**src/rtl/sram_bist_sequencer.sv**
```systemverilog
// SRAM BIST bus sequencer: turns one parallel read/write request into the
// nibble-serial command/data stream broadcast to the SRAM wrappers, and
// rebuilds the 384-bit read response from the OR-combined return nibbles.
`ifndef BIST_OP_WIDTH
`define BIST_OP_WIDTH 3
`endif

module sram_bist_sequencer #(
    parameter int                   OP_WIDTH       = `BIST_OP_WIDTH,
    parameter int                   GUARD_CYCLES   = 2,
    parameter logic [OP_WIDTH-1:0]  CMD_NOP        = OP_WIDTH'(0),
    parameter logic [OP_WIDTH-1:0]  CMD_SHIFT_ID   = OP_WIDTH'(1),
    parameter logic [OP_WIDTH-1:0]  CMD_SHIFT_BSEL = OP_WIDTH'(2),
    parameter logic [OP_WIDTH-1:0]  CMD_SHIFT_ADDR = OP_WIDTH'(3),
    parameter logic [OP_WIDTH-1:0]  CMD_READ       = OP_WIDTH'(4),
    parameter logic [OP_WIDTH-1:0]  CMD_SHIFT_DATA = OP_WIDTH'(5)
) (
    input  logic                clk,
    input  logic                rst_n,
    input  logic                req_valid_i,
    output logic                req_ready_o,
    input  logic                req_write_i,
    input  logic [7:0]          req_sram_id_i,
    input  logic [7:0]          req_chunk_id_i,
    input  logic [15:0]         req_addr_i,
    input  logic [319:0]        req_wdata_i,
    output logic                rsp_valid_o,
    output logic                rsp_is_write_o,
    output logic [383:0]        rsp_rdata_o,
    output logic [OP_WIDTH-1:0] bist_command_o,
    output logic [3:0]          bist_data_o,
    input  logic [3:0]          bist_rsp_data_i
);

    typedef enum logic [3:0] {
        IDLE, HDR, RD_CMD, RD_WAIT, RD_SHIFT, WR_SHIFT, WR_COMMIT, RSP, GUARD
    } state_e;

    state_e                state_q, state_d;
    logic [6:0]            cnt_q, cnt_d;
    logic                  wr_q;
    logic [31:0]           hdr_q, hdr_d;
    logic [319:0]          wdata_q;
    logic                  req_ready_q, req_ready_d;
    logic                  rsp_valid_q, rsp_valid_d;
    logic                  rsp_is_write_q, rsp_is_write_d;
    logic [383:0]          rdata_q;
    logic [OP_WIDTH-1:0]   cmd_q, cmd_d;
    logic [3:0]            data_q, data_d;
    logic [4:0]            hdr_sh;
    logic [8:0]            wr_sh;

    wire accept = (state_q == IDLE) && req_valid_i;

    // Next state and counter; counter restarts on every state change.
    always_comb begin
        state_d = state_q;
        case (state_q)
            IDLE:      if (req_valid_i) state_d = HDR;
            HDR:       if (cnt_q == 7'd7) state_d = wr_q ? WR_SHIFT : RD_CMD;
            RD_CMD:    state_d = RD_WAIT;
            RD_WAIT:   state_d = RD_SHIFT;
            RD_SHIFT:  if (cnt_q == 7'd95) state_d = RSP;
            WR_SHIFT:  if (cnt_q == 7'd79) state_d = WR_COMMIT;
            WR_COMMIT: if (cnt_q == 7'd1) state_d = RSP;
            RSP:       state_d = GUARD;
            GUARD:     if (cnt_q == 7'(GUARD_CYCLES - 1)) state_d = IDLE;
            default:   state_d = IDLE;
        endcase
        cnt_d = (state_d != state_q || state_d == IDLE) ? 7'd0 : cnt_q + 7'd1;
    end

    // Outputs are computed from the next state so that the registered
    // command/data line up with the cycle the sequencer is entering.
    always_comb begin
        hdr_d          = accept ? {req_sram_id_i, req_chunk_id_i, req_addr_i} : hdr_q;
        hdr_sh         = {~cnt_d[2:0], 2'b00};
        wr_sh          = {7'd79 - cnt_d, 2'b00};
        cmd_d          = CMD_NOP;
        data_d         = 4'h0;
        req_ready_d    = (state_d == IDLE);
        rsp_valid_d    = (state_d == RSP);
        rsp_is_write_d = (state_d == RSP) ? wr_q : rsp_is_write_q;
        case (state_d)
            HDR: begin
                cmd_d  = (cnt_d < 7'd2) ? CMD_SHIFT_ID :
                         (cnt_d < 7'd4) ? CMD_SHIFT_BSEL : CMD_SHIFT_ADDR;
                data_d = hdr_d[hdr_sh +: 4];
            end
            RD_CMD:   cmd_d = CMD_READ;
            RD_SHIFT: cmd_d = CMD_SHIFT_DATA;
            WR_SHIFT: begin
                cmd_d  = CMD_SHIFT_DATA;
                data_d = wdata_q[wr_sh +: 4];
            end
            default: ;
        endcase
    end

    // State, latched request fields and registered outputs.
    always_ff @(posedge clk or negedge rst_n) begin
        if (!rst_n) begin
            state_q        <= IDLE;
            cnt_q          <= 7'd0;
            wr_q           <= 1'b0;
            hdr_q          <= 32'd0;
            wdata_q        <= 320'd0;
            req_ready_q    <= 1'b1;
            rsp_valid_q    <= 1'b0;
            rsp_is_write_q <= 1'b0;
            rdata_q        <= 384'd0;
            cmd_q          <= CMD_NOP;
            data_q         <= 4'h0;
        end else begin
            state_q        <= state_d;
            cnt_q          <= cnt_d;
            hdr_q          <= hdr_d;
            req_ready_q    <= req_ready_d;
            rsp_valid_q    <= rsp_valid_d;
            rsp_is_write_q <= rsp_is_write_d;
            cmd_q          <= cmd_d;
            data_q         <= data_d;
            if (accept) begin
                wr_q    <= req_write_i;
                wdata_q <= req_wdata_i;
            end
            // Return nibbles arrive MSB-first; the first lands in [383:380].
            if (state_q == RD_SHIFT)
                rdata_q <= {rdata_q[379:0], bist_rsp_data_i};
        end
    end

    assign req_ready_o    = req_ready_q;
    assign rsp_valid_o    = rsp_valid_q;
    assign rsp_is_write_o = rsp_is_write_q;
    assign rsp_rdata_o    = rdata_q;
    assign bist_command_o = cmd_q;
    assign bist_data_o    = data_q;

endmodule
```
**config.mk**
```make
export PLATFORM = sky130hd
export DESIGN_NAME = sram_bist_sequencer
export DESIGN_NICKNAME = d
export VERILOG_FILES = /design/src/rtl/sram_bist_sequencer.sv
export SDC_FILE = /design/constraint.sdc
export NUM_CORES = 1
export LEC_CHECK = 0
export ABC_AREA = 1
export CAP_MARGIN = 25
export CORE_AREA = 2 2 297 299
export CTS_BUF_LIST = sky130_fd_sc_hd__clkbuf_16
export DETAILED_ROUTE_END_ITERATION = 8
export DIE_AREA = 0 0 299 301
export GPL_ROUTABILITY_DRIVEN = 0
export PLACE_DENSITY = 0.6
export SYNTH_ARGS = -nofsm -noshare
export SYNTH_HDL_FRONTEND = slang
export SYNTH_SLANG_ARGS = --single-unit
```
**constraint.sdc**
```tcl
create_clock -name clk -period 7.76 [get_ports clk]
set_input_delay 1.552 -clock clk [delete_from_list [all_inputs] [get_ports clk]]
set_output_delay 1.552 -clock clk [all_outputs]
set_load 0.01 [all_outputs]
```
==> run_results.csv <==
group,metric,value,unit
yosys,synth_edf_count,0,
floorplanning,die_width,299,um
finish,drive_above_1_share,4.39,%
sta,period_minus_slack,5.36,ns
sta,final-hold-violation-count,0,
yosys,yosysWarningCount,0,
clocking,clk_latency,0.65,ns
sta,rsz0062_at_grt,"no",
clocking,cts_root_buffer,"clkbuf_16",
global_routing,gr-total-overflow,0,
critical_path,crit_type,"input port to register",
clocking,post_cts_buffers,0,
yosys,synth_area_per_cell,7.97,um^2
placement,hpwl,85.2,mm
floorplanning,start_util,37.5,%
finish,layout_commonest_cell,"nand2_1",
clocking,hold_buffers,0,
run,cap_violations,0,
floorplanning,core_area,0.0865,mm^2
hold_path,hold_class,"register to register",
critical_path,critPathLaunchType,"input port",
yosys,seq_area_frac_synth,58.5,%
finish,num-nets-final,5074,
floorplanning,rows,108,
drt,dr.first_iter.drc_count,2557,
yosys,synth_fp_nets,4434,
sta,finalCritPeriodShare,69.1,%
critical_path,worstPathMaxFanout,89,
clocking,cts_tree,"done",
clocking,clock_sinks,758,
sta,max_freq,0.187,GHz
run_status,status,"complete, no violations",
critical_path,required,8.34,ns
floorplanning,ios,754,
global_routing,first_global_vias,28500,
clocking,cts_max_path_buffers,3,
critical_path,r2r_slack,2.81,ns
global_routing,grt_max_degree,187,
power_and_ir_drop,p_leak,22.6,nW
power_and_ir_drop,fin_total_pwr,8.25,mW
floorplanning,die_h,301,um
drt,drt_drc_violations_left,0,
clocking,cts_buffers,85,
drt,wl_per_cell,20.3,um
sta,setup_viol,0,
power_and_ir_drop,power_density,189,mW/mm^2
drt,viasPerCell,4.86,
finish,final_cell_mix,"nand2_1, dfrtp_1, clkdlybuf4s50_1",
clocking,post_cts_resized,0,
yosys,async_flop_share,100,%
yosys,synth_area,0.0324,mm^2
placement,io_buffer_count,753,
yosys,synth_cell_types,42,
sta,slew_violations,0,
yosys,ys.flop_type,"dfrtp_1",
drt,vias,28900,
yosys,synth_cells,4071,
finish,area_growth,34.3,%
floorplanning,dieArea,0.0900,mm^2
global_routing,antenna_found_initial,24,
critical_path,cp.arrival,5.94,ns
drt,routed_wl,120,mm
drt,drtPass1Iterations,5,
global_routing,grt_util_all_layers,26.3,%
critical_path,critPathCaptureType,"register",
sta,finalSetupTns,0,ns
sta,slew_headroom,32.3,%
sta,skew,0.0330,ns
sta,worstMarginPinSlew,1.01,ns
global_routing,grt_first_pass_wirelength,180,mm
drt,ant_nets,0,
clocking,cts-htree-levels,3,
yosys,synth_seq_cells,758,
power_and_ir_drop,irDropWorstVdd,0.000171,V
clocking,clk_pin_slew_worst_paths,0.06,ns
finish,final_core_util,50.4,%
-- final timing paths --
| path | cells after the start | endpoint | from |
|---|---|---|---|
| min in group asynchronous | 1 | wdata_q[130] | rst_n |
| min reg2reg | 2 | hdr_q[8] | hdr_q[8] |
| min | 2 | hdr_q[8] | hdr_q[8] |
| max reg2reg | 22 | bist_data_o[0] | state_q[1] |
| max | 21 | bist_data_o[0] | req_valid_i |
| max in group asynchronous | 2 | rsp_rdata_o[270] | rst_n |
-- cell families after synthesis --
logic type	count (synthesis)	synth area share, %
multiplexers	4	0.127
XOR/XNOR	4	0.108
AND/OR/NAND/NOR	2796	33.9
buffers and inverters	353	4.78
adder cells (fa/ha/maj)	3	0.116
AO/OA/AOI/OAI	153	2.47
flip-flops	758	58.5
-- power by group --
part	switching (mW)	total, mW	internal, mW
logic	0.116	0.277	0.161
registers	0	3.95	3.95
clock network	1.74	4.02	2.29
total	1.85	8.25	6.40
-- Yosys cell counts, types with 3 or more instances --
master	number	share of area (%)
a21oi_1	33	0.51
buf_1	6	0.069
buf_2	27	0.42
buf_4	16	0.37
buf_6	17	0.59
clkbuf_1	164	1.9
clkinv_1	3	0.035
dfrtp_1	757	58
ha_1	3	0.12
inv_1	106	1.2
inv_2	13	0.15
mux2i_1	3	0.093
nand2_1	2465	29
nand2_2	5	0.096
nand3_1	182	2.8
nand3_2	3	0.093
nand4_1	49	0.95
nor2_1	55	0.64
nor2_2	4	0.077
nor2_4	3	0.10
nor3_1	3	0.046
o211ai_1	5	0.12
o21ai_0	92	1.4
o21ai_1	16	0.25
or2_2	19	0.37
xor2_1	3	0.081
-- stage by stage --
stage                     hold WS, ns  cell area, um^2  instances  setup slack [ns]
final                           0.474            43600       5947              2.40
after global routing            0.489            43600       5944              1.90
after CTS                       0.478            43400       5931              2.43
after detailed placement        0.462            40700       5775              1.75
after global placement          0.456            40600       5774              1.85
after floorplan                 0.440            32400       4071              4.05
-- registers in the layout, summed over array words and instances (netlist names) --
signal and flops:
bist_command_o 3, bist_data_o 4, cnt_q 7, hdr_q 32, req_ready_o 1, rsp_is_write_o 1, rsp_rdata_o 384, rsp_valid_o 1
state_q 4, wdata_q 320, wr_q 1
-- layout make-up --
class | instances | area (um^2)
fill | 8344 | 42900
sequential | 758 | 19000
multi-input combinational | 2960 | 11900
timing repair buffer | 783 | 7940
clock buffer | 85 | 2130
tap | 1155 | 1450
clock inverter | 71 | 638
inverter | 123 | 479
antenna | 12 | 30.0
-- metal layers --
| layer | share of wire (%) | track usage [%] | wire [um] | vias to the layer above |
|---|---|---|---|---|
| li1 | - | - | - | 13800 |
| met4 | 4.4 | 11.3 | 5340 | 16 |
| met1 | 41 | 33.1 | 49000 | 13900 |
| met3 | 6.2 | 5.70 | 7440 | 251 |
| met5 | 0.081 | 0 | 97 | - |
| met2 | 49 | 43.8 | 58600 | 923 |
-- worst max-delay path, cell delays in order --
cell and delay (ns):
clkdlybuf4s50_1 0.48, o211ai_1 0.19, nand2_1 0.08, nor2_2 0.14, nand2_2 0.07, inv_1 0.10, nand3_2 0.58, nand3_4 0.80
buf_4 0.81, nand2_1 0.13, nand3_1 0.13, nand2_1 0.06, nand2_1 0.05, nand3_1 0.10, o211ai_1 0.16, nand2_1 0.08
inv_1 0.06, nand2_1 0.07, nand2_1 0.06, nand2_1 0.05, nand2_1 0.05
(Power assumes the default switching activity.)
